`src/rtl/dmem_arb_pkg.sv`:
```
// Shared types and constants for the data-memory arbiter.
package dmem_arb_pkg;

  typedef enum logic [1:0] {
    IDLE = 2'd0,
    REQ  = 2'd1,
    WAIT = 2'd2
  } arb_state_e;

  typedef logic port_id_t;

  localparam int DMEM_ARB_TIMEOUT_DEF = 64;

  // Response data replicated from this bit on write acks and aborts.
  localparam logic DMEM_ARB_ERR_DATA_BIT = 1'b0;

endpackage

```
`src/rtl/rr_arb2.sv`:
```
// Two-way grant selection; round-robin with last-grant pointer when DMEM_ARB_RR_EN
// is defined, otherwise fixed priority to port 0 with no pointer state.
module rr_arb2
  import dmem_arb_pkg::*;
(
  input  logic     clk_i,
  input  logic     rst_i,
  input  logic     req0_i,
  input  logic     req1_i,
  input  logic     take_i,
  output port_id_t win_o
);

`ifdef DMEM_ARB_RR_EN
  port_id_t last_q, last_d;

  always_comb begin
    if (req0_i && req1_i) begin
      win_o = ~last_q;
    end else begin
      win_o = port_id_t'(req1_i && !req0_i);
    end
    last_d = last_q;
    if (take_i) begin
      last_d = win_o;
    end
  end

  always_ff @(posedge clk_i or posedge rst_i) begin
    if (rst_i) begin
      last_q <= 1'b1;
    end else begin
      last_q <= last_d;
    end
  end
`else
  logic unused_arb;
  assign unused_arb = ^{clk_i, rst_i, take_i};
  assign win_o      = port_id_t'(req1_i && !req0_i);
`endif

endmodule

```
`src/rtl/dmem_arbiter.sv`:
```
// Shares one data-memory port between the core LSU (port 0) and loader/debug (port 1),
// one outstanding transaction with watchdog abort. DMEM_ARB_RR_EN selects round-robin.
module dmem_arbiter
  import dmem_arb_pkg::*;
#(
  parameter int ADDR_W  = 32,
  parameter int DATA_W  = 32,
  parameter int TIMEOUT = DMEM_ARB_TIMEOUT_DEF
) (
  input  logic                i_clk,
  input  logic                i_rst,
  input  logic                i_req0,
  input  logic                i_req1,
  input  logic [ADDR_W-1:0]   i_addr0,
  input  logic [ADDR_W-1:0]   i_addr1,
  input  logic                i_wren0,
  input  logic                i_wren1,
  input  logic [DATA_W-1:0]   i_wdata0,
  input  logic [DATA_W-1:0]   i_wdata1,
  input  logic [DATA_W/8-1:0] i_strb0,
  input  logic [DATA_W/8-1:0] i_strb1,
  output logic                o_gnt0,
  output logic                o_gnt1,
  output logic                o_rvalid0,
  output logic                o_rvalid1,
  output logic                o_err0,
  output logic                o_err1,
  output logic [DATA_W-1:0]   o_rdata,
  output logic                o_busy0,
  output logic                o_mem_req,
  input  logic                i_mem_ready,
  output logic [ADDR_W-1:0]   o_mem_addr,
  output logic                o_mem_wren,
  output logic [DATA_W-1:0]   o_mem_wdata,
  output logic [DATA_W/8-1:0] o_mem_strb,
  input  logic                i_mem_rvalid,
  input  logic [DATA_W-1:0]   i_mem_rdata
);

  localparam int STRB_W = DATA_W / 8;
  localparam int CNT_W  = $clog2(TIMEOUT + 1);

  arb_state_e          state_q, state_d;
  port_id_t            owner_q, owner_d;
  logic [CNT_W-1:0]    cnt_q, cnt_d;
  logic                gnt0_q, gnt0_d, gnt1_q, gnt1_d;
  logic                rv0_q, rv0_d, rv1_q, rv1_d;
  logic                err0_q, err0_d, err1_q, err1_d;
  logic [DATA_W-1:0]   rdata_q, rdata_d;
  logic                mreq_q, mreq_d;
  logic [ADDR_W-1:0]   maddr_q, maddr_d;
  logic                mwren_q, mwren_d;
  logic [DATA_W-1:0]   mwdata_q, mwdata_d;
  logic [STRB_W-1:0]   mstrb_q, mstrb_d;
  logic                take;
  logic                expired;
  port_id_t            win;

  rr_arb2 u_arb (
    .clk_i  (i_clk),
    .rst_i  (i_rst),
    .req0_i (i_req0),
    .req1_i (i_req1),
    .take_i (take),
    .win_o  (win)
  );

  assign expired = (cnt_q == CNT_W'(TIMEOUT - 1));

  always_comb begin
    state_d  = state_q;
    owner_d  = owner_q;
    cnt_d    = cnt_q;
    gnt0_d   = 1'b0;
    gnt1_d   = 1'b0;
    rv0_d    = 1'b0;
    rv1_d    = 1'b0;
    err0_d   = 1'b0;
    err1_d   = 1'b0;
    rdata_d  = rdata_q;
    mreq_d   = mreq_q;
    maddr_d  = maddr_q;
    mwren_d  = mwren_q;
    mwdata_d = mwdata_q;
    mstrb_d  = mstrb_q;
    take     = 1'b0;
    unique case (state_q)
      IDLE: begin
        if (i_req0 || i_req1) begin
          take     = 1'b1;
          owner_d  = win;
          gnt0_d   = (win == 1'b0);
          gnt1_d   = (win == 1'b1);
          maddr_d  = win ? i_addr1  : i_addr0;
          mwren_d  = win ? i_wren1  : i_wren0;
          mwdata_d = win ? i_wdata1 : i_wdata0;
          mstrb_d  = win ? i_strb1  : i_strb0;
          mreq_d   = 1'b1;
          cnt_d    = '0;
          state_d  = REQ;
        end
      end
      REQ: begin
        cnt_d = cnt_q + CNT_W'(1);
        // Acceptance beats a watchdog expiry landing in the same cycle.
        if (i_mem_ready) begin
          mreq_d = 1'b0;
          if (mwren_q) begin
            rv0_d   = (owner_q == 1'b0);
            rv1_d   = (owner_q == 1'b1);
            rdata_d = {DATA_W{DMEM_ARB_ERR_DATA_BIT}};
            state_d = IDLE;
          end else begin
            state_d = WAIT;
          end
        end else if (expired) begin
          mreq_d  = 1'b0;
          rv0_d   = (owner_q == 1'b0);
          rv1_d   = (owner_q == 1'b1);
          err0_d  = (owner_q == 1'b0);
          err1_d  = (owner_q == 1'b1);
          rdata_d = {DATA_W{DMEM_ARB_ERR_DATA_BIT}};
          state_d = IDLE;
        end
      end
      WAIT: begin
        cnt_d = cnt_q + CNT_W'(1);
        if (i_mem_rvalid) begin
          rv0_d   = (owner_q == 1'b0);
          rv1_d   = (owner_q == 1'b1);
          rdata_d = i_mem_rdata;
          state_d = IDLE;
        end else if (expired) begin
          rv0_d   = (owner_q == 1'b0);
          rv1_d   = (owner_q == 1'b1);
          err0_d  = (owner_q == 1'b0);
          err1_d  = (owner_q == 1'b1);
          rdata_d = {DATA_W{DMEM_ARB_ERR_DATA_BIT}};
          state_d = IDLE;
        end
      end
      default: state_d = IDLE;
    endcase
  end

  always_ff @(posedge i_clk or posedge i_rst) begin
    if (i_rst) begin
      state_q  <= IDLE;
      owner_q  <= 1'b0;
      cnt_q    <= '0;
      gnt0_q   <= 1'b0;
      gnt1_q   <= 1'b0;
      rv0_q    <= 1'b0;
      rv1_q    <= 1'b0;
      err0_q   <= 1'b0;
      err1_q   <= 1'b0;
      rdata_q  <= '0;
      mreq_q   <= 1'b0;
      maddr_q  <= '0;
      mwren_q  <= 1'b0;
      mwdata_q <= '0;
      mstrb_q  <= '0;
    end else begin
      state_q  <= state_d;
      owner_q  <= owner_d;
      cnt_q    <= cnt_d;
      gnt0_q   <= gnt0_d;
      gnt1_q   <= gnt1_d;
      rv0_q    <= rv0_d;
      rv1_q    <= rv1_d;
      err0_q   <= err0_d;
      err1_q   <= err1_d;
      rdata_q  <= rdata_d;
      mreq_q   <= mreq_d;
      maddr_q  <= maddr_d;
      mwren_q  <= mwren_d;
      mwdata_q <= mwdata_d;
      mstrb_q  <= mstrb_d;
    end
  end

  assign o_gnt0      = gnt0_q;
  assign o_gnt1      = gnt1_q;
  assign o_rvalid0   = rv0_q;
  assign o_rvalid1   = rv1_q;
  assign o_err0      = err0_q;
  assign o_err1      = err1_q;
  assign o_rdata     = rdata_q;
  assign o_mem_req   = mreq_q;
  assign o_mem_addr  = maddr_q;
  assign o_mem_wren  = mwren_q;
  assign o_mem_wdata = mwdata_q;
  assign o_mem_strb  = mstrb_q;
  // Stall holds through the response pulse so the LSU sees data before release.
  assign o_busy0     = i_req0 || ((state_q != IDLE) && (owner_q == 1'b0)) || rv0_q;

endmodule
```
`config.mk`:
```
export PLATFORM = sky130hd
export DESIGN_NAME = dmem_arbiter
export DESIGN_NICKNAME = d
export VERILOG_FILES = /design/src/rtl/dmem_arb_pkg.sv /design/src/rtl/rr_arb2.sv /design/src/rtl/dmem_arbiter.sv
export SDC_FILE = /design/constraint.sdc
export NUM_CORES = 1
export LEC_CHECK = 0
export CAP_MARGIN = 20
export CELL_PAD_IN_SITES_DETAIL_PLACEMENT = 0
export CELL_PAD_IN_SITES_GLOBAL_PLACEMENT = 1
export CORE_MARGIN = 1
export CORE_UTILIZATION = 31
export CTS_CLUSTER_DIAMETER = 80
export DETAILED_ROUTE_END_ITERATION = 8
export GPL_TIMING_DRIVEN = 0
export HOLD_SLACK_MARGIN = 0.06
export PLACE_DENSITY_LB_ADDON = 0.05
export SYNTH_ARGS = -nofsm -noshare
export SYNTH_HDL_FRONTEND = slang
export SYNTH_SLANG_ARGS = --single-unit
```
`constraint.sdc`:
```
create_clock -name i_clk -period 7.6 [get_ports i_clk]
set_clock_uncertainty 0.1 [all_clocks]
set_input_delay 1.14 -clock i_clk [delete_from_list [all_inputs] [get_ports i_clk]]
set_output_delay 1.14 -clock i_clk [all_outputs]
set_load 0.01 [all_outputs]
```
== Word level (Yosys, flattened, before mapping) ==
Index checks and enable logic that the tools add are counted.
W data, S select, Z words.

* Logic and storage cells: 81
* Output and inout bits: 109
* Input bits: 176
* Register bits: 118

* Multiplexer cells: 41
* Equality and inequality tests: 6
* Bitwise logic cells: 2
* $add $sub $neg: 1
* Reduce and logical (&&, ||, !) cells: 16

{| class="wikitable"
|+ Operators with widths
! kind !! number
|-
| $mux W32 || 6
|-
| $pmux W32 S2 || 1
|-
| $mux W1 || 20
|-
| $pmux W7 S2 || 1
|-
| $mux W2 || 5
|-
| $pmux W1 S2 || 5
|-
| $reduce_bool A2 Y1 || 4
|-
| $add A7 B1 Y7 const B || 1
|-
| $eq A7 B6 Y1 const B || 1
|-
| $mux W7 || 1
|-
| $ne A3 B3 Y1 const B || 2
|-
| $pmux W2 S3 || 1
|-
| $reduce_and A2 Y1 || 3
|-
| $mux W4 || 1
|-
| $logic_or A1 B1 Y1 || 3
|-
| $reduce_and A3 Y1 || 1
|-
| $eq A2 B1 Y1 const B || 1
|-
| $eq A2 B2 Y1 const B || 1
|-
| $logic_and A1 B1 Y1 || 2
|-
| $logic_not A2 Y1 || 1
|-
| $ne A2 B2 Y1 const B || 1
|-
| $not A1 Y1 || 2
|-
| $reduce_or A2 Y1 || 1
|-
| $logic_not A1 Y1 || 1
|}

== Depth between registers and ports, before layout ==
Gate-level depths: netlist of the first run.

* Word-level depth: 5
* Mapped depth: 8

== Modules after synthesis ==
A second synthesis of the first run with hierarchy kept.

* Cells, all modules: 463
* Area total of the unflattened synthesis: 5168.7 sq um

{| class="wikitable"
|+ Modules (own cells, without submodules)
! module !! cells an instance !! seq. area each (sq um) !! area an instance (sq um) !! times used
|-
| dmem_arbiter || 462 || 2952.8 || 5154.9 || 1
|-
| rr_arb2 || 1 || 0.0 || 13.8 || 1
|}

== Least setup slack after synthesis of the first run ==
Ideal clock, no wire load.

* Path type: input -> output
* Start point: in i_req0
* End point: out o_busy0
* Arrival time: 1.351 ns
* Cell stages on the path: 2
* Setup slack: 5.009 ns
* Cells stage by stage: nor2_1 -> o21ai_0

* Word-level cells in the longest chain between the ends: 2

{| class="wikitable"
|+ Ends and longest elaborated chain
! item !! RTL line !! RTL
|-
| start: declaration || dmem_arbiter.sv:12 || <nowiki>input logic i_req0,</nowiki>
|-
| $logic_or A1 B1 Y1 (2 in a row) || dmem_arbiter.sv:195 || <nowiki>assign o_busy0 = i_req0 || ((state_q != IDLE) && (owner_q == 1'b0)) || rv0_q;</nowiki>
|-
| end: declaration || dmem_arbiter.sv:29 || <nowiki>output logic o_busy0,</nowiki>
|}

No other way between the ends.

== Worst setup path in the final report of the first run ==
Ends and elaborated chain as after synthesis.

==> results of run 1 <==
-- metal layers --
metal | GRT usage (%) | vias to the layer above
met5 | 0 | -
met4 | 8.05 | 2
met3 | 9.12 | 29
met2 | 31.8 | 197
met1 | 21.3 | 2137
li1 | - | 2251
-- Yosys cell counts, types with 2 or more instances --
library cell / instances
sky130_fd_sc_hd__o22ai_1: 2
sky130_fd_sc_hd__o21ai_1: 22
sky130_fd_sc_hd__nor2_1: 8
sky130_fd_sc_hd__buf_1: 2
sky130_fd_sc_hd__o21ai_0: 57
sky130_fd_sc_hd__a22o_1: 32
sky130_fd_sc_hd__o41ai_1: 2
sky130_fd_sc_hd__or3_1: 2
sky130_fd_sc_hd__and2_1: 2
sky130_fd_sc_hd__dfrtp_1: 118
sky130_fd_sc_hd__nand2b_1: 2
sky130_fd_sc_hd__clkbuf_1: 17
sky130_fd_sc_hd__and3_1: 2
sky130_fd_sc_hd__buf_6: 3
sky130_fd_sc_hd__mux2i_1: 69
sky130_fd_sc_hd__ha_1: 5
sky130_fd_sc_hd__inv_1: 6
sky130_fd_sc_hd__nor3_1: 3
sky130_fd_sc_hd__or2_1: 2
sky130_fd_sc_hd__buf_2: 10
sky130_fd_sc_hd__o31ai_1: 4
sky130_fd_sc_hd__nand2_1: 79
sky130_fd_sc_hd__nand3_1: 2
-- cell families (layout without fill, tap and decap cells) --
group,Yosys count,after routing,synth area share (%)
flops,118,118,57.2
simple gates,105,105,8.63
compound gates,128,128,16.1
fa+ha+maj,5,5,1.21
buf+inv,39,356,3.51
mux,69,69,13.4
-- how the worst max path moves through the flow --
stage / cells after the start / slack, ps / endpoint
final: 4 / 3910 / o_busy0
after global routing: 4 / 3870 / o_busy0
after CTS: 4 / 3900 / o_busy0
after detailed placement: 4 / 3900 / o_busy0
after global placement: 2 / 1430 / o_mem_wdata[10]
after floorplan: 1 / 3230 / cnt_q[0]
-- flip-flops by register name, indices dropped and copies added (netlist names), 2 cells and up --
name         count
cnt_q            7
o_mem_addr      32
o_mem_wdata     32
state_q          2
o_mem_strb       4
o_rdata         32
-- placed cells by master (no fill, tap or decap), types with 2 or more instances in the layout --
cell type,n
sky130_fd_sc_hd__bufinv_16,4
sky130_fd_sc_hd__dfrtp_1,118
sky130_fd_sc_hd__nor2_1,8
sky130_fd_sc_hd__inv_1,5
sky130_fd_sc_hd__and3_1,2
sky130_fd_sc_hd__nand2b_1,2
sky130_fd_sc_hd__nand2_1,79
sky130_fd_sc_hd__clkbuf_1,18
sky130_fd_sc_hd__ha_1,5
sky130_fd_sc_hd__o22ai_1,2
sky130_fd_sc_hd__buf_2,10
sky130_fd_sc_hd__nand3_1,2
sky130_fd_sc_hd__a22o_1,32
sky130_fd_sc_hd__o21ai_0,57
sky130_fd_sc_hd__buf_6,3
sky130_fd_sc_hd__o21ai_1,22
sky130_fd_sc_hd__or3_1,2
sky130_fd_sc_hd__mux2i_1,69
sky130_fd_sc_hd__nor3_1,3
sky130_fd_sc_hd__buf_1,2
sky130_fd_sc_hd__o31ai_1,4
sky130_fd_sc_hd__and2_1,2
sky130_fd_sc_hd__clkbuf_8,5
sky130_fd_sc_hd__clkdlybuf4s50_1,284
sky130_fd_sc_hd__or2_1,2
sky130_fd_sc_hd__o41ai_1,2
sky130_fd_sc_hd__clkbuf_16,17
sky130_fd_sc_hd__clkinv_2,5
-- area by class of cell --
| class | instances | area share, % |
|---|---|---|
| repair buffers | 285 | 32.1 |
| inverters | 7 | 0.349 |
| clock inverters | 9 | 1.62 |
| flip-flops and latches | 118 | 33.0 |
| clock buffers | 23 | 5.56 |
| well taps | 216 | 3.02 |
| plain buffers | 32 | 1.73 |
| multi-input cells | 307 | 22.7 |
-- per-stage QoR --
step                hold WS (ps)  util (%)  worst slack (ps)  instance area (um2)  std cells
floorplan                    345         -              3230                 5160        464
global placement             362      51.5              1430                 8280        964
detailed placement           369      51.7              3900                 8310        965
CTS                          380      55.7              3900                 8950        997
global route                 397      55.7              3870                 8950        997
finish                       378      55.7              3910                 8950        997
-- worst register-to-register path: stages (launching register included) --
cell and delay (ps):
sky130_fd_sc_hd__dfrtp_1 370, sky130_fd_sc_hd__inv_1 80, sky130_fd_sc_hd__ha_1 260, sky130_fd_sc_hd__o21ai_1 350
sky130_fd_sc_hd__clkbuf_1 400, sky130_fd_sc_hd__clkbuf_1 470, sky130_fd_sc_hd__nor2_1 80, sky130_fd_sc_hd__nor2_1 110
sky130_fd_sc_hd__a21oi_1 50
-- power by group through the flow --
| stage | logic, mW | registers (mW) | clock network (mW) |
|---|---|---|---|
| 2_1_floorplan | 0.538 | 1.20 | 0 |
| 3_3_place_gp | 1.51 | 1.07 | 0 |
| 3_5_place_dp | 1.53 | 1.08 | 0 |
| 4_1_cts | 1.54 | 1.08 | 0.880 |
| 5_1_grt | 1.65 | 1.11 | 0.913 |
| 6_report | 1.51 | 1.08 | 0.862 |
==> impl_metrics.toml, run 1 <==
[route]
detail_route.iter0.violations = 147
vias_per_cell = 4.63
detailroute.wirelength.met3_um = 1670
met2_length_um = 7930
antenna_violating_nets_post_route = 0
drc_errors = 0
detail_route.wl_per_cell_um = 16.6
firstDrtPassIters = 4
route.top_layer_used = "met5"
postRouteWirelength_um = 16600
route.vias.total = 4616
m1WireLength_um = 6550

[pwr]
leakage_nw = 3.84
post_layout_total_power_mw = 3.45
p_seq_share_pct = 31.2
p_sw_mw = 1.15
power_switching_share_pct = 33.3
p_per_area_nw_per_um2 = 385
power.share.combinational_pct = 43.8
power.ir.vdd_worst_mv = 0.171
p_clk_share_pct = 25.0
p_int_mw = 2.30

[clocking]
library_cell_used_as_clock_root_buffer = "sky130_fd_sc_hd__clkbuf_16"
worst_skew_pair.late_latency_ps = 410
clock_buffer_count_from_cts = 17
postCtsResizedCells = 0
cts_hold_buffers = 0
cts_max_level = 4
tritoncts = "yes"
cts_post_setup_buffers_inserted = 0
numClockSinks = 118
worst_setup_hold_path_clk_slew_ps = 50
cts-root-to-sink-buffers = 2

[global_route]
initial_antenna_violation_count = 1
grtUsageTotal_pct = 19.3
grt_max_degree = 90
grt.overflow.total = 0
first_pass_grt_wire_length_um = 24200
grt_pass1_vias = 4650

[worst_hold_path]
hp-start = "o_mem_addr[5]"
worstHoldEndpoint = "o_mem_addr[5]"
timing.hold.worst_path_depth = 2
worstHoldPathType = "reg2reg"

[run_status]
outcome = "completed"

[finish]
area_growth_syn_to_layout_pct = 73.4
multi_input_area_um2 = 2030
insertedDiodeCount = 0
layout-drive-gt1-share_pct = 6.40
fill_cells = 1373
nets = 949
seq_area_um2 = 2950

[floorplan]
core_um2 = 16100
placement_rows = 46
initial_util_pct = 32.1
floorplan.die.width_um = 131
fp.dieArea_um2 = 17200
io_pins = 285
die_height_um = 131

[synthesis]
most_area_hungry_cell_type_in_the_yosys_netlist = "sky130_fd_sc_hd__dfrtp_1"
ys.warnings.count = 0
postSynthNetCount = 645
synth_top_area_share_pct = 57.2
synth_area_leaders = "sky130_fd_sc_hd__dfrtp_1, sky130_fd_sc_hd__mux2i_1, sky130_fd_sc_hd__nand2_1"
asyncSetResetFlopFracSynth_pct = 100
synth_flop_cell = "sky130_fd_sc_hd__dfrtp_1"
synthDistinctLibCells = 36
count_of_flip_flops_with_a_built_in_enable_after_synthesis = 0
synthesis.instances = 464
postSynthAreaPerCell_um2 = 11.1
sequential_share_of_the_synthesized_area_pct = 57.2
synth.ff_latch_count = 118
mappedNetlistArea_um2 = 5160

[place]
port-buffer-count = 284
globalplace.congestion = 0.806
detailed_place_hpwl_um = 12600

[sta]
timing.final.max_slew_violations = 0
setup-tns-final_ps = 0
finalHoldViolCount = 0
final_min_period_over_clock_period_pct = 48.5
worst_pin_slew_ps = 623
slew-limit-headroom_pct = 58.5
finalCriticalPeriod_ps = 3690
fmax_mhz = 271
rsz0062_at_grt = "false"
report.final.setup_viol = 0

[critical_path]
timing.critical_path.arrival_ps = 2450
r2r_setup_slack_ps = 5210
worst-path-max-fanout = 6
setup.worst_path.start = "i_req0"
chain_of_cells_forming_the_critical_path = "clkdlybuf4s50_1 -> nor2_1 -> o21ai_0 -> clkdlybuf4s50_1"
worst_r2r_path_depth = 8
cp_common_cell = "sky130_fd_sc_hd__clkdlybuf4s50_1"
setup.worst_path.class = "in2out"
slowest_stage = "sky130_fd_sc_hd__clkdlybuf4s50_1"
r2r_end = "o_mem_req"
rr_startpoint = "state_q[0]"
cp_top_family = "buffers and inverters"
start_kind = "input pin"
critical_path.endpoint_type = "primary output"
worstPathBufferInverterCount = 2
critPathMaxStageDelay_ps = 580
required_ps = 6360

[flow_run]
maxCapViolCount = 0
(Power assumes the default switching activity.)
==> run 2: changes to the inputs <==
CORE_UTILIZATION = 28   (was 31)
clock period = 3.7 ns   (was 7.6 ns; I/O delays follow)
==> impl_metrics.toml, run 2 (synthesized netlist as in run 1, its figures left out) <==
[run_status]
outcome = "completed"

[critical_path]
critical_path.endpoint_type = "primary output"
start_kind = "flop"
required_ps = 3040
critPathMaxStageDelay_ps = 580
worst_r2r_path_depth = 7
slowest_stage = "sky130_fd_sc_hd__clkdlybuf4s50_1"
rr_startpoint = "state_q[0]"
chain_of_cells_forming_the_critical_path = "inv_1 -> ha_1 -> o21ai_0 -> clkdlybuf4s50_1"
r2r_end = "o_mem_wdata[15]"
setup.worst_path.class = "reg2out"
worstPathBufferInverterCount = 2
timing.critical_path.arrival_ps = 1930
cp_top_family = "buffers and inverters"
worst-path-max-fanout = 6
r2r_setup_slack_ps = 1330

[worst_hold_path]
timing.hold.worst_path_depth = 2
worstHoldEndpoint = "o_mem_addr[2]"
hp-start = "o_mem_addr[2]"
worstHoldPathType = "reg2reg"

[sta]
setup-tns-final_ps = 0
slew-limit-headroom_pct = 53.9
finalHoldViolCount = 0
timing.final.max_slew_violations = 0
rsz0062_at_grt = "false"
hold_ws_ps = 376
finalCriticalPeriod_ps = 2580
final_min_period_over_clock_period_pct = 69.7
fmax_mhz = 388
worst_pin_slew_ps = 689
report.final.setup_viol = 0

[route]
postRouteWirelength_um = 17200
vias_per_cell = 4.60
m1WireLength_um = 6630
drc_errors = 0
route.top_layer_used = "met4"
antenna_violating_nets_post_route = 0
firstDrtPassIters = 4
detailroute.wirelength.met3_um = 1680
detail_route.iter0.violations = 112
route.vias.total = 4660
met2_length_um = 8590
detail_route.wl_per_cell_um = 17.0

[floorplan]
floorplan.die.width_um = 138
placement_rows = 49
core_um2 = 18000
fp.dieArea_um2 = 19000
initial_util_pct = 28.6
die_height_um = 138
io_pins = 285

[finish]
area_growth_syn_to_layout_pct = 74.4
finish.instance_area_um2 = 9000
fill_cells = 1650
most-common-layout-cells = "sky130_fd_sc_hd__clkdlybuf4s50_1, sky130_fd_sc_hd__dfrtp_1, sky130_fd_sc_hd__nand2_1, sky130_fd_sc_hd__mux2i_1, sky130_fd_sc_hd__o21ai_0"
multi_input_area_um2 = 2030
seq_area_um2 = 2950
layout-drive-gt1-share_pct = 6.77
layout.cells.most_common = "sky130_fd_sc_hd__clkdlybuf4s50_1"
insertedDiodeCount = 0
nets = 951

[place]
globalplace.congestion = 0.744
dpl-instance-area_um2 = 8360
detailed_place_hpwl_um = 13300
port-buffer-count = 284

[pwr]
p_int_mw = 4.72
p_clk_share_pct = 25.5
leakage_nw = 3.84
p_sw_mw = 2.40
power_switching_share_pct = 33.7
power.ir.vdd_worst_mv = 0.401
p_per_area_nw_per_um2 = 791
p_seq_share_pct = 31.0
power.share.combinational_pct = 43.6

[global_route]
initial_antenna_violation_count = 0
grt_max_degree = 37
grtUsageTotal_pct = 18.5
grt.overflow.total = 0
grt_pass1_vias = 4770
first_pass_grt_wire_length_um = 26000

[clocking]
cts_max_level = 4
tritoncts = "yes"
library_cell_used_as_clock_root_buffer = "sky130_fd_sc_hd__clkbuf_16"
cts_post_setup_buffers_inserted = 0
clock_buffer_count_from_cts = 17
worst_skew_pair.late_latency_ps = 420
cts-root-to-sink-buffers = 2
numClockSinks = 118
postCtsResizedCells = 0
worst_setup_hold_path_clk_slew_ps = 60
cts_hold_buffers = 0

[flow_run]
maxCapViolCount = 0
==> run 2: cell types whose count changed in the layout (fill, tap and decap cells not counted) <==
cell and delta:
sky130_fd_sc_hd__buf_12 +3, sky130_fd_sc_hd__bufinv_16 +1, sky130_fd_sc_hd__inv_6 -1, sky130_fd_sc_hd__buf_16 -1, sky130_fd_sc_hd__clkbuf_8 -4, sky130_fd_sc_hd__clkbuf_1 -1, sky130_fd_sc_hd__clkinvlp_4 +4, sky130_fd_sc_hd__clkinv_4 +1
==> run 2: routing by layer <==
metal  vias up  GRT usage [%]
met1      2199           20.7
met5         -              0
met2       184           31.2
met3        22           7.58
li1       2255              -
met4         0           7.07
==> run 2: how the worst max path moves through the flow <==
stage | end | cells after the start | from
after floorplan | cnt_q[0] | 1 | i_rst
after detailed placement | o_mem_wdata[15] | 6 | i_req0
after global placement | o_mem_wdata[9] | 2 | i_rst
final | o_busy0 | 4 | state_q[0]
after CTS | o_busy0 | 4 | state_q[0]
after global routing | o_mem_req | 7 | i_req0
==> run 2: power by group through the flow <==
stage / sequential [mW] / combinational, mW / clock [mW]
3_3_place_gp: 2.19 / 3.10 / 0
5_1_grt: 2.29 / 3.41 / 1.91
3_5_place_dp: 2.22 / 3.15 / 0
4_1_cts: 2.21 / 3.16 / 1.85
6_report: 2.21 / 3.10 / 1.81
2_1_floorplan: 2.47 / 1.11 / 0
==> run 2: worst min-delay path, cell delays in order, from the launching register on <==
cell	delay, ps
sky130_fd_sc_hd__dfrtp_1	330
sky130_fd_sc_hd__nand2_1	40
sky130_fd_sc_hd__o21ai_0	60
==> run 2: metrics by stage <==
step	worst slack, ps	instances	total power, mW	util (%)
4_1_cts	1090	1012	7.22	49.9
6_report	1120	1012	7.12	49.9
3_5_place_dp	662	980	5.37	46.4
3_3_place_gp	377	977	5.30	46.0
2_1_floorplan	1600	464	3.57	-
5_1_grt	919	1012	7.61	49.9
==> run 2: cell type report <==
| type | count | area share, % |
|---|---|---|
| inverters | 7 | 0.334 |
| clock buffers | 18 | 4.88 |
| plain buffers | 32 | 1.72 |
| multi-input cells | 307 | 22.5 |
| repair buffers | 287 | 32.2 |
| well taps | 229 | 3.18 |
| flip-flops and latches | 118 | 32.8 |
| clock inverters | 14 | 2.29 |
==> run 3: changes to the inputs <==
CORE_UTILIZATION = 26   (was 28)
clock period = 2.18 ns   (was 3.7 ns; I/O delays follow)
==> impl_metrics.toml, run 3 (synthesized netlist as in run 1, its figures left out) <==
[run_status]
outcome = "completed"

[global_route]
grt.overflow.total = 0
first_pass_grt_wire_length_um = 25700
grtUsageTotal_pct = 16.8
initial_antenna_violation_count = 0
grt_max_degree = 34
grt_pass1_vias = 4754

[finish]
insertedDiodeCount = 0
layout-drive-gt1-share_pct = 8.31
layout.cells.most_common = "sky130_fd_sc_hd__clkdlybuf4s50_1"
area_growth_syn_to_layout_pct = 74.1
most-common-layout-cells = "sky130_fd_sc_hd__clkdlybuf4s50_1, sky130_fd_sc_hd__dfrtp_1, sky130_fd_sc_hd__nand2_1, sky130_fd_sc_hd__mux2i_1, sky130_fd_sc_hd__o21ai_0"
seq_area_um2 = 2950
nets = 950
fill_cells = 1862
multi_input_area_um2 = 2040

[sta]
worst_pin_slew_ps = 740
slew-limit-headroom_pct = 50.6
worst_slack_ps = 144
timing.final.max_slew_violations = 0
finalCriticalPeriod_ps = 2040
fmax_mhz = 491
report.final.setup_viol = 0
finalHoldViolCount = 0
rsz0062_at_grt = "false"
final_min_period_over_clock_period_pct = 93.4
hold_ws_ps = 288

[floorplan]
initial_util_pct = 26.5
die_height_um = 143
core_um2 = 19500
fp.dieArea_um2 = 20400
placement_rows = 51
io_pins = 285
floorplan.die.width_um = 143

[critical_path]
required_ps = 2370
chain_of_cells_forming_the_critical_path = "inv_1 -> ha_2 -> nand2_1 -> or2_4 -> and3_1 -> buf_2 -> a22o_1"
setup.worst_path.class = "reg2reg"
worst-path-max-fanout = 10
worst_r2r_path_depth = 7
setup.worst_path.start = "state_q[1]"
start_kind = "flop"
critPathMaxStageDelay_ps = 400
critical_path.endpoint_type = "flop"
r2r_setup_slack_ps = 140
rr_startpoint = "state_q[1]"
r2r_end = "o_rdata[19]"
crit_end = "o_rdata[19]"
slowest_stage = "sky130_fd_sc_hd__dfrtp_1"
timing.critical_path.arrival_ps = 2220

[pwr]
leakage_nw = 3.83
power.ir.vdd_worst_mv = 0.531
p_per_area_nw_per_um2 = 1300

[clocking]
library_cell_used_as_clock_root_buffer = "sky130_fd_sc_hd__clkbuf_16"
numClockSinks = 118
cts_max_level = 4
worst_setup_hold_path_clk_slew_ps = 60
cts_hold_buffers = 0
cts_post_setup_buffers_inserted = 0
clock_buffer_count_from_cts = 17
tritoncts = "yes"
cts-root-to-sink-buffers = 2
worst_skew_pair.late_latency_ps = 410

[place]
detailed_place_hpwl_um = 13300
globalplace.congestion = 0.753
place_worst_setup_slack_ps = -493
port-buffer-count = 284

[route]
detail_route.iter0.violations = 136
vias_per_cell = 4.42
firstDrtPassIters = 4
detail_route.wl_per_cell_um = 16.1
postRouteWirelength_um = 16900
drc_errors = 0
antenna_violating_nets_post_route = 0
route.vias.total = 4626

[flow_run]
maxCapViolCount = 0

[worst_hold_path]
worstHoldPathType = "in2async"
-- run 3: cell types whose count changed in the layout (fill, tap and decap cells not counted), sizes merged --
cell / change
bufinv: -4
clkbuf: +5
clkdlybuf4s50: -1
clkdlybuf4s15: +1
clkinv: -2
-- run 3: worst min path at each step --
stage	startpoint	endpoint	slack, ps	cells past startpoint
6_report	i_rst	o_rdata[9]	290	2
3_5_place_dp	o_mem_addr[11]	o_mem_addr[11]	370	2
2_1_floorplan	i_req0	o_gnt0	340	2
3_3_place_gp	o_mem_addr[11]	o_mem_addr[11]	360	2
5_1_grt	i_rst	o_rdata[9]	330	2
4_1_cts	i_rst	o_rdata[9]	300	2
-- run 3: cell type report --
| class | instances | share of cell area (%) |
|---|---|---|
| clock inverter | 8 | 0.807 |
| timing repair buffer | 287 | 32.3 |
| multi-input combinational | 307 | 22.7 |
| clock buffer | 24 | 5.47 |
| sequential | 118 | 32.8 |
| inverter | 7 | 0.334 |
| tap | 265 | 3.69 |
| buffer | 31 | 1.91 |
-- run 3: timing repair --
action                                  CTS  global route
resized for setup                         5            25
pin swaps                                 0             0
endpoints found under the setup margin   95            98
cloned                                    0             0
-- run 3: metal layers --
layer / routed length [um] / global-route usage (%) / vias up
met5: 0 / 0 / -
met4: 174 / 4.92 / 0
met3: 1730 / 7.48 / 15
met2: 8330 / 28.3 / 177
met1: 6640 / 19.0 / 2175
li1: - / - / 2259
-- run 3: per-stage QoR --
| step | area (um2) | power, mW | instances | utilization [%] | setup TNS (ps) |
|---|---|---|---|---|---|
| global placement | 8340 | 9.06 | 1013 | 42.9 | -142430 |
| finish | 8990 | 11.7 | 1047 | 46.2 | 0 |
| global route | 8990 | 12.6 | 1047 | 46.2 | 0 |
| CTS | 8970 | 11.9 | 1048 | 46.1 | -3270 |
| floorplan | 5170 | 6.06 | 464 | - | 0 |
| detailed placement | 8400 | 9.14 | 1016 | 43.2 | -35590 |
-- run 3: worst max-delay path, delay by kind of cell, from the launching register on --
kind	cells	cell delay, ps
and+or+nand+nor	3	630
adders and majority gates	1	220
buffers and inverters	2	320
DFF	1	400
AOI/OAI and AO/OA	1	250
-- run 3: power breakdown --
group	total (mW)	switching, mW	internal [mW]
registers	3.74	0.539	3.20
logic	5.31	2.50	2.81
clock network	2.65	0.969	1.68
total	11.7	4.01	7.69
